===== src/rtl/multicycle_controller.sv =====
// Multi-cycle sequencing FSM for the 16-bit compressed-instruction datapath.
// Steps fetch/decode/exec/mem/writeback with wait handshakes, timeouts and a retire counter.
module multicycle_controller #(
  parameter int CNT_W   = 16,
  parameter int TIMEOUT = 16
) (
  input  logic             clk,
  input  logic             rst,
  input  logic             run,
  input  logic [3:0]       opcode,
  input  logic             branch_cond,
  input  logic             imem_ready,
  input  logic             dmem_ready,
  output logic             imem_req,
  output logic             ir_write,
  output logic             alu_en,
  output logic             dmem_req,
  output logic             dmem_we,
  output logic             reg_write,
  output logic             mem_to_reg,
  output logic             pc_write,
  output logic             pc_src,
  output logic             halted,
  output logic [1:0]       fault,
  output logic [CNT_W-1:0] retired_count
);

  localparam int WAIT_W = (TIMEOUT > 0) ? $clog2(TIMEOUT + 1) : 1;
  localparam logic [WAIT_W-1:0] WAIT_LAST = (TIMEOUT > 0) ? WAIT_W'(TIMEOUT - 1) : '0;

  localparam logic [1:0] FAULT_NONE    = 2'b00;
  localparam logic [1:0] FAULT_TIMEOUT = 2'b01;
  localparam logic [1:0] FAULT_ILLEGAL = 2'b10;

  typedef enum logic [2:0] {
    S_IDLE, S_FETCH, S_DECODE, S_EXEC, S_MEM, S_WB, S_HALT
  } state_t;

  typedef enum logic [2:0] {
    K_LOAD, K_STORE, K_ALU, K_BRANCH, K_ILLEGAL
  } op_class_t;

  state_t            state, state_next;
  op_class_t         op_class;
  logic [1:0]        fault_q, fault_next;
  logic [CNT_W-1:0]  count_q;
  logic [WAIT_W-1:0] wait_cnt, wait_next;
  logic              retire;
  logic              wait_expired;

  always_comb begin
    if (opcode == 4'd0)       op_class = K_LOAD;
    else if (opcode == 4'd1)  op_class = K_STORE;
    else if (opcode <= 4'd9)  op_class = K_ALU;
    else if (opcode <= 4'd11) op_class = K_BRANCH;
    else                      op_class = K_ILLEGAL;
  end

  // Ready on the last allowed cycle still wins over the timeout.
  assign wait_expired = (TIMEOUT != 0) && (wait_cnt == WAIT_LAST);

  always_comb begin
    // NOTE: every output of this block gets a default first so no path infers a latch.
    state_next = state;
    fault_next = fault_q;
    retire     = 1'b0;
    imem_req   = 1'b0;
    ir_write   = 1'b0;
    alu_en     = 1'b0;
    dmem_req   = 1'b0;
    dmem_we    = 1'b0;
    reg_write  = 1'b0;
    mem_to_reg = 1'b0;
    pc_write   = 1'b0;
    pc_src     = 1'b0;
    halted     = 1'b0;

    case (state)
      S_IDLE: if (run) state_next = S_FETCH;
      S_FETCH: begin
        imem_req = 1'b1;
        if (imem_ready) begin
          ir_write   = 1'b1;
          state_next = S_DECODE;
        end else if (wait_expired) begin
          state_next = S_HALT;
          fault_next = FAULT_TIMEOUT;
        end
      end
      S_DECODE: begin
        if (op_class == K_ILLEGAL) begin
          state_next = S_HALT;
          fault_next = FAULT_ILLEGAL;
        end else begin
          state_next = S_EXEC;
        end
      end
      S_EXEC: begin
        alu_en = 1'b1;
        case (op_class)
          K_ALU:           state_next = S_WB;
          K_LOAD, K_STORE: state_next = S_MEM;
          K_BRANCH: begin
            pc_write = 1'b1;
            pc_src   = branch_cond;
            retire   = 1'b1;
          end
          default:         state_next = S_HALT;
        endcase
      end
      S_MEM: begin
        dmem_req = 1'b1;
        dmem_we  = (op_class == K_STORE);
        if (dmem_ready) begin
          if (op_class == K_STORE) begin
            pc_write = 1'b1;
            retire   = 1'b1;
          end else begin
            state_next = S_WB;
          end
        end else if (wait_expired) begin
          state_next = S_HALT;
          fault_next = FAULT_TIMEOUT;
        end
      end
      S_WB: begin
        reg_write  = 1'b1;
        mem_to_reg = (op_class == K_LOAD);
        pc_write   = 1'b1;
        retire     = 1'b1;
      end
      S_HALT:  halted = 1'b1;
      default: state_next = S_IDLE;
    endcase

    // Retire goes straight to the next fetch so back-to-back issue has no bubble.
    if (retire) state_next = run ? S_FETCH : S_IDLE;

    wait_next = ((state_next == state) && ((state == S_FETCH) || (state == S_MEM)))
              ? wait_cnt + 1'b1 : '0;

    // Requests must drop in the very cycle reset rises, before the edge samples it.
    if (rst) begin
      imem_req   = 1'b0;
      ir_write   = 1'b0;
      alu_en     = 1'b0;
      dmem_req   = 1'b0;
      dmem_we    = 1'b0;
      reg_write  = 1'b0;
      mem_to_reg = 1'b0;
      pc_write   = 1'b0;
      pc_src     = 1'b0;
      halted     = 1'b0;
    end
  end

  // NOTE: sequential state uses non-blocking assignments so all registers update together.
  always_ff @(posedge clk) begin
    if (rst) begin
      state    <= S_IDLE;
      fault_q  <= FAULT_NONE;
      count_q  <= '0;
      wait_cnt <= '0;
    end else begin
      state    <= state_next;
      fault_q  <= fault_next;
      wait_cnt <= wait_next;
      if (retire) count_q <= count_q + 1'b1;
    end
  end

  assign fault         = rst ? FAULT_NONE : fault_q;
  assign retired_count = rst ? '0 : count_q;

endmodule


===== config.mk =====
export PLATFORM = sky130hd
export DESIGN_NAME = multicycle_controller
export DESIGN_NICKNAME = d
export VERILOG_FILES = /design/src/rtl/multicycle_controller.sv
export SDC_FILE = /design/constraint.sdc
export NUM_CORES = 1
export LEC_CHECK = 0
export CAP_MARGIN = 40
export CORE_MARGIN = 2
export CORE_UTILIZATION = 40
export CTS_CLUSTER_DIAMETER = 50
export CTS_CLUSTER_SIZE = 12
export DETAILED_ROUTE_END_ITERATION = 7
export PLACE_DENSITY = 0.66
export SYNTH_ARGS = -nofsm -noshare
export SYNTH_HDL_FRONTEND = slang
export SYNTH_SLANG_ARGS = --single-unit

===== constraint.sdc =====
create_clock -name clk -period 6 [get_ports clk]
set_clock_uncertainty 0.2 [all_clocks]
set_input_delay 0.9 -clock clk [delete_from_list [all_inputs] [get_ports clk]]
set_output_delay 0.9 -clock clk [all_outputs]
set_load 0.01 [all_outputs]

==> impl_metrics.tcl, run 1 <==
set metrics [dict create \
    antenna_left 0 \
    synth.distinct_cells 49 \
    drcViolationCount 0 \
    postCtsHoldBufs 0 \
    dr.pass1.iters 4 \
    die_x_um 67.6 \
    worst_setup_path_start_kind "primary input" \
    die_h_um 67.6 \
    min_from "count_q[14]" \
    min_path_cells 2 \
    rr_startpoint "state[0]" \
    status "complete, no violations" \
    n_antenna_cell 0 \
    drtIter0Drc 89 \
    finalNonFillerCells 284 \
    viasPerCell 5.26 \
    rows 23 \
    required_ps 4900 \
    cts_tree "done" \
    worstMarginPinSlew_ps 807 \
    worstSetupPathType "in2out" \
    fin_nets 248 \
    synth_seq_area_share_pct 32.2 \
    end_kind "primary output" \
    async_flop_share_pct 0 \
    synth_nets 216 \
    port_buffers 37 \
    yosysWarnings 0 \
    rr_worst_depth 5 \
    initial_core_util_pct 41.0 \
    antenna_found_initial 0 \
    postCtsSetupRepairBufs 0 \
    cp_max_fo 11 \
    hold_violations 0 \
    tns_ps 0 \
    ys_ff_latch 26 \
    layout_common_cells "37 x clkdlybuf4s50_1, 26 x dfxtp_1, 25 x nor2_1, 21 x nor2b_1, 15 x nand2_1" \
    grt-busiest-layer "met2" \
    final_util_pct 52.7 \
    rsz0062_at_grt "false" \
    max-cap-violations 0 \
    synthCells 203 \
    track_usage_pct 15.2 \
    numCtsBuffers 3 \
    layout_commonest_cell "clkdlybuf4s50_1" \
    r2r_end "count_q[12]" \
    grt_pass1_vias 1221 \
    ir_worst_vdd_v 0.000164 \
    netlist_area_sq_um 1620 \
    reg2reg_slack_ps 3360 \
    num_vias 1495 \
    grt_max_degree 46 \
    grt_pass1_wl_um 5610 \
    ys.flop_type "dfxtp_1" \
    layout_min_cycle_time_ps 4500 \
    cts_resized 0 \
    drt-wirelength-per-cell_um 12.0 \
    min_to "count_q[14]" \
    synth-edff-count 0 \
    slew_violations 0 \
    min_period_over_period_pct 75.0 \
    crit_arrival_ps 3400 \
    synth.avg_cell_area_sq_um 7.96 \
    drive_above_1_share_pct 6.41 \
    setup_viol 0 \
    clk_latency_ps 270 \
    fin_area_sq_um 2080 \
    coreArea_sq_um 3940 \
    min_path_type "reg2reg" \
    wirelength_um 3410 \
    max_freq_mhz 222 \
    grt_overflow 0 \
    use_met1_pct 22.9 \
    grt_util_met3_pct 2.00 \
    io_pins 38 \
    cts_buffer_depth 2 \
    leakagePower_nw 0.759 \
    clk_pin_slew_ps 90 \
    placedCellCount 280 \
    relSlewSlack_pct 46.0 \
    cts_root_buffer "clkbuf_8" \
    cts_max_level 1 \
    use_met2_pct 23.3 \
    fillers 367 \
    gp_congestion 0.794 \
    cts.sinks 26 \
    hpwlAfterDp_um 2450 \
    die-area_sq_um 4570 \
    p_per_area_nw_per_um2 185 \
    area.growth.synth_to_final_pct 28.5 \
    placed_area_sq_um 2010 \
]
where the power goes:
part           internal, mW  total, mW  switching (mW)
clock                0.0892      0.146          0.0566
sequential            0.177      0.186         0.00916
combinational        0.0253     0.0535          0.0281
total                 0.291      0.385          0.0939
how the worst max path moves through the flow:
stage | end | from | slack, ps
4_1_cts | pc_write | opcode[1] | 1490
2_1_floorplan | pc_write | opcode[1] | 2810
5_1_grt | pc_write | opcode[1] | 1380
3_3_place_gp | pc_write | opcode[1] | 1530
3_5_place_dp | pc_write | opcode[1] | 1510
6_report | pc_write | opcode[1] | 1500
sequential cells by signal (all words and copies together), names as in the netlist:
name and cells:
count_q 16, fault_q 2, wait_cnt 5, state 3
per-layer routing:
layer | wire length (um) | vias up | part of all wire (%)
met2 | 1480 | 17 | 43
met5 | 0 | - | 0
met1 | 1840 | 691 | 54
met3 | 74 | 2 | 2.2
li1 | - | 785 | -
met4 | 23 | 0 | 0.67
synth_stat cells, types with 2 or more instances:
library cell / count / area share (%)
buf_2: 2 / 0.62
a31oi_1: 2 / 0.77
mux2_2: 2 / 1.4
and3_1: 4 / 1.5
ha_1: 3 / 2.3
o2111ai_1: 4 / 2.2
inv_1: 5 / 1.2
xor2_1: 7 / 3.8
nor4_1: 2 / 0.77
nor2b_1: 21 / 8.1
or4_1: 6 / 2.8
o31ai_1: 2 / 0.93
and3b_1: 2 / 1.1
nand2b_1: 5 / 1.9
a21oi_1: 13 / 4.0
o21ai_0: 11 / 3.4
nand3b_1: 3 / 1.4
clkbuf_1: 7 / 1.6
and2_1: 3 / 1.2
dfxtp_1: 26 / 32
nand3_1: 4 / 1.2
nand2_1: 15 / 3.5
nor2_1: 25 / 5.8
nor3_1: 4 / 1.2
critical path: stages:
cell and delay [ps]:
clkdlybuf4s50_1 470, or4b_4 590, o22ai_2 510, nor2_1 240, nor2_1 150, clkdlybuf4s50_1 550
area by class of cell:
type / instances / area, sq um / share of cell area [%]
clock buffer: 3 / 41.3 / 1.99
clock inverter: 1 / 30.0 / 1.45
inverter: 5 / 18.8 / 0.904
multi-input combinational: 161 / 1030 / 49.4
sequential: 26 / 520 / 25.1
tap: 50 / 62.6 / 3.01
timing repair buffer: 38 / 378 / 18.2
stage by stage:
step	setup slack [ps]	hold WS (ps)	total power, mW
finish	1500	306	0.385
global route	1380	320	0.402
CTS	1490	306	0.388
detailed placement	1510	288	0.243
global placement	1530	284	0.243
floorplan	2810	261	0.223
cell families after synthesis:
kind of cell             count (synthesis)  synth area share, %
flip-flops                              26                 32.2
AO/OA/AOI/OAI                           45                 20.0
multiplexers                             3                 2.01
AND/OR/NAND/NOR                        102                 34.8
buffers and inverters                   16                 4.33
adder cells (fa/ha/maj)                  3                 2.32
XOR/XNOR                                 8                 4.33
Note: power is estimated with default switching activity, not from simulation.
==> run 2, diff against run 1 <==
PLACE_DENSITY = 0.69   (was 0.66)
clock period = 3.8 ns   (was 6 ns; I/O delays follow)
==> impl_metrics.tcl, run 2 (synthesis results as in run 1) <==
set metrics [dict create \
    status "complete, no violations" \
    crit_start "opcode[2]" \
    drcViolationCount 0 \
    required_ps 3030 \
    cts_buffer_depth 2 \
    worstMarginPinSlew_ps 514 \
    port_buffers 37 \
    largest_reg_flops 16 \
    io_pins 38 \
    postCtsHoldBufs 0 \
    min_period_over_period_pct 89.6 \
    layout_commonest_cell "clkdlybuf4s50_1" \
    tns_ps 0 \
    layout_common_cells "37 x clkdlybuf4s50_1, 26 x dfxtp_1, 25 x nor2_1, 21 x nor2b_1, 15 x nand2_1" \
    clk_pin_slew_ps 90 \
    use_met1_pct 20.8 \
    grt_max_degree 24 \
    worstSetupPathType "in2out" \
    multi_input_area_sq_um 1030 \
    num_vias 1523 \
    top_register "count_q" \
    ir_worst_vdd_v 0.000323 \
    reg2reg_slack_ps 1420 \
    min_from "count_q[14]" \
    antenna_found_initial 0 \
    coreArea_sq_um 3940 \
    gp_congestion 0.836 \
    grt_pass1_vias 1210 \
    power_uw 550 \
    cp_max_fo 6 \
    postCtsSetupRepairBufs 0 \
    p_per_area_nw_per_um2 264 \
    relSlewSlack_pct 65.6 \
    initial_core_util_pct 41.0 \
    grt_util_met3_pct 2.83 \
    cts_root_buffer "clkbuf_8" \
    hold_violations 0 \
    use_met2_pct 23.3 \
    die_x_um 67.6 \
    setup_viol 0 \
    slew_violations 0 \
    dr.pass1.iters 4 \
    grt-busiest-layer "met2" \
    rsz0062_at_grt "false" \
    min_path_type "reg2reg" \
    rows 23 \
    numCtsBuffers 3 \
    drtIter0Drc 74 \
    end_kind "primary output" \
    rr_startpoint "wait_cnt[0]" \
    crit_arrival_ps 2640 \
    viasPerCell 5.31 \
    wirelength_um 3390 \
    n_antenna_cell 0 \
    max-cap-violations 0 \
    fin_nets 251 \
    cts.sinks 26 \
    cts_tree "done" \
    hpwlAfterDp_um 2600 \
    clk_latency_ps 260 \
    cts_resized 0 \
    grt_pass1_wl_um 5340 \
    worst_setup_path_start_kind "primary input" \
    register_area_sq_um 520 \
    leakagePower_nw 0.768 \
    antenna_left 0 \
    max_freq_mhz 294 \
    layout_min_cycle_time_ps 3410 \
    cts_max_level 1 \
    area.growth.synth_to_final_pct 28.9 \
    grt_overflow 0 \
    die-area_sq_um 4570 \
    die_h_um 67.6 \
    track_usage_pct 14.9 \
    largest_registers "count_q (16), wait_cnt (5), state (3)" \
    fillers 378 \
    drive_above_1_share_pct 7.59 \
    drt-wirelength-per-cell_um 11.8 \
]
run 2: path summary, 6_finish.rpt:
| path | endpoint | depth (start not counted) |
|---|---|---|
| max reg2reg | wait_cnt[1] | 8 |
| min reg2reg | count_q[14] | 2 |
| max | pc_write | 6 |
| min | count_q[14] | 2 |
run 2: cell type report:
class                           instances  share of cell area [%]
Multi-Input combinational cell        161                    49.2
Tap cell                               50                    3.00
Timing Repair Buffer                   41                    19.2
Inverter                                5                   0.901
Clock buffer                            4                    2.64
Sequential cell                        26                    25.0
run 2: power breakdown:
part	leakage, nW	internal (mW)	switching, mW
Combinational	0.529	0.0410	0.0435
Clock	0.0288	0.0923	0.0793
Sequential	0.210	0.279	0.0146
Total	0.768	0.412	0.137
run 2: metal layers:
metal,up-vias,routed length [um]
met5,-,0
met4,0,34
met3,2,170
met2,39,1510
met1,685,1670
li1,797,-
run 2: per-stage QoR:
stage | instance area [sq um] | hold WS [ps] | setup WS, ps | utilization [%] | instances
2_1_floorplan | 1620 | 261 | 1270 | - | 203
3_3_place_gp | 2030 | 283 | 440 | 51.4 | 283
3_5_place_dp | 2030 | 290 | 418 | 51.4 | 283
4_1_cts | 2080 | 303 | 397 | 52.8 | 287
5_1_grt | 2080 | 322 | 309 | 52.8 | 287
6_report | 2080 | 303 | 394 | 52.8 | 287
run 2: critical path: stages:
cell	delay, ps
clkdlybuf4s50_1	480
or4b_4	580
o22ai_2	210
nor2_1	140
nor2_1	110
clkdlybuf4s50_1	540
==> run 3, diff against run 2 <==
clock period = 3 ns   (was 3.8 ns; I/O delays follow)
==> impl_metrics.tcl, run 3 (synthesis results as in run 1) <==
set metrics [dict create \
    setup_viol 0 \
    viasPerCell 5.23 \
    end_kind "primary output" \
    numCtsBuffers 3 \
    die-area_sq_um 4570 \
    min_path_type "reg2reg" \
    initial_core_util_pct 41.0 \
    max_freq_mhz 364 \
    die_h_um 67.6 \
    place_ws_ps -24.6 \
    min_to "count_q[13]" \
    layout_min_cycle_time_ps 2750 \
    relSlewSlack_pct 66.8 \
    grt_overflow 0 \
    min_from "count_q[13]" \
    rr_startpoint "wait_cnt[0]" \
    crit_start "opcode[1]" \
    power_uw 774 \
    hold_violations 0 \
    slowest_stage "or4b_4" \
    min_period_over_period_pct 91.5 \
    drtIter0Drc 109 \
    wirelength_um 3600 \
    grt_pass1_vias 1286 \
    cts_buffer_depth 2 \
    area.growth.synth_to_final_pct 32.7 \
    drcViolationCount 0 \
    max-cap-violations 0 \
    gp_congestion 0.802 \
    p_per_area_nw_per_um2 361 \
    cp_max_fo 2 \
    status "complete, no violations" \
    rows 23 \
    drt-wirelength-per-cell_um 12.3 \
    placed_area_sq_um 2070 \
    grt_pass1_wl_um 5780 \
    crit_arrival_ps 2100 \
    largest_reg_flops 16 \
    cts_tree "done" \
    io_pins 38 \
    fin_nets 257 \
    antenna_left 0 \
    n_antenna_cell 0 \
    largest_registers "count_q (16), wait_cnt (5), state (3)" \
    antenna_found_initial 0 \
    cp_common_cell "nor2_1" \
    track_usage_pct 16.1 \
    postCtsSetupRepairBufs 0 \
    cts.sinks 26 \
    register_area_sq_um 520 \
    worst_setup_path_start_kind "primary input" \
    top_register "count_q" \
    r2r_end "wait_cnt[4]" \
    rsz0062_at_grt "false" \
    fillers 370 \
    clk_latency_ps 270 \
    cts_root_buffer "clkbuf_8" \
    clk_pin_slew_ps 90 \
    dr.pass1.iters 4 \
    slew_violations 0 \
    worstMarginPinSlew_ps 496 \
    layout_commonest_cell "clkdlybuf4s50_1" \
    cts_max_level 1 \
    multi_input_area_sq_um 1030 \
    fin_area_sq_um 2150 \
    leakagePower_nw 0.826 \
    critical_path.cell_chain "clkdlybuf4s50_1, or4b_4, o22ai_2, nor2_1, nor2_1, dlygate4sd2_1" \
    ir_worst_vdd_v 0.000261 \
    required_ps 2350 \
    worstSetupPathType "in2out" \
    port_buffers 37 \
    die_x_um 67.6 \
    hpwlAfterDp_um 2650 \
    setup_slack_ps 254 \
    num_vias 1533 \
    coreArea_sq_um 3940 \
    layout_common_cells "35 x clkdlybuf4s50_1, 26 x dfxtp_1, 25 x nor2_1, 21 x nor2b_1, 15 x nand2_1" \
    drive_above_1_share_pct 9.88 \
    grt_max_degree 24 \
    min_path_cells 2 \
    tns_ps 0 \
    reg2reg_slack_ps 570 \
    rr_worst_depth 8 \
    cpPeakStageDelay_ps 570 \
]
-- run 3: changes by cell type in the layout (fill, tap and decap cells not counted) --
cell / delta
buf_4: +6
clkbuf_8: -1
dlymetal6s2s_1: +1
bufinv_16: +1
clkdlybuf4s50_1: -2
dlygate4sd2_1: +1
-- run 3: layer usage --
metal / share of wire, % / track usage (%) / wire length, um
met2: 45 / 24.8 / 1640
met3: 2.9 / 1.50 / 104
met4: 0.75 / 4.59 / 27
met1: 51 / 23.6 / 1840
met5: 0 / 0 / 0
-- run 3: cell type report --
type	count	share of cell area, %
Clock buffer	3	1.92
Clock inverter	1	1.40
Inverter	5	0.875
Multi-Input combinational cell	161	47.8
Sequential cell	26	24.3
Tap cell	50	2.92
Timing Repair Buffer	47	20.8
-- run 3: metrics by stage --
stage / cells / utilization [%] / hold slack (ps)
global placement: 289 / 52.6 / 280
CTS: 293 / 54.4 / 310
floorplan: 203 / - / 261
global route: 293 / 54.4 / 340
detailed placement: 289 / 52.6 / 299
finish: 293 / 54.4 / 306
-- run 3: repair_timing --
action	4_1_cts	5_1_grt
gates resized for setup	1	1
gates cloned	0	0
endpoints found under the setup margin	1	1
hold buffers	0	0
-- run 3: worst max-delay path by stage --
stage,to,slack (ps),depth (start not counted)
final,pc_write,250,6
after global routing,mem_to_reg,150,5
after global placement,pc_write,5,6
after floorplan,pc_write,710,5
after CTS,dmem_we,10,5
after detailed placement,pc_write,-20,6
-- run 3: power by group --
group	internal, mW	leakage (nW)	switching [mW]
logic	0.0561	0.581	0.0597
clock network	0.178	0.0357	0.110
registers	0.353	0.210	0.0164
-- run 3: critical path: cells and delay by family --
kind,cells,cell delay (ps)
AOI/OAI and AO/OA,1,200
buffers and inverters,2,700
and+or+nand+nor,3,740
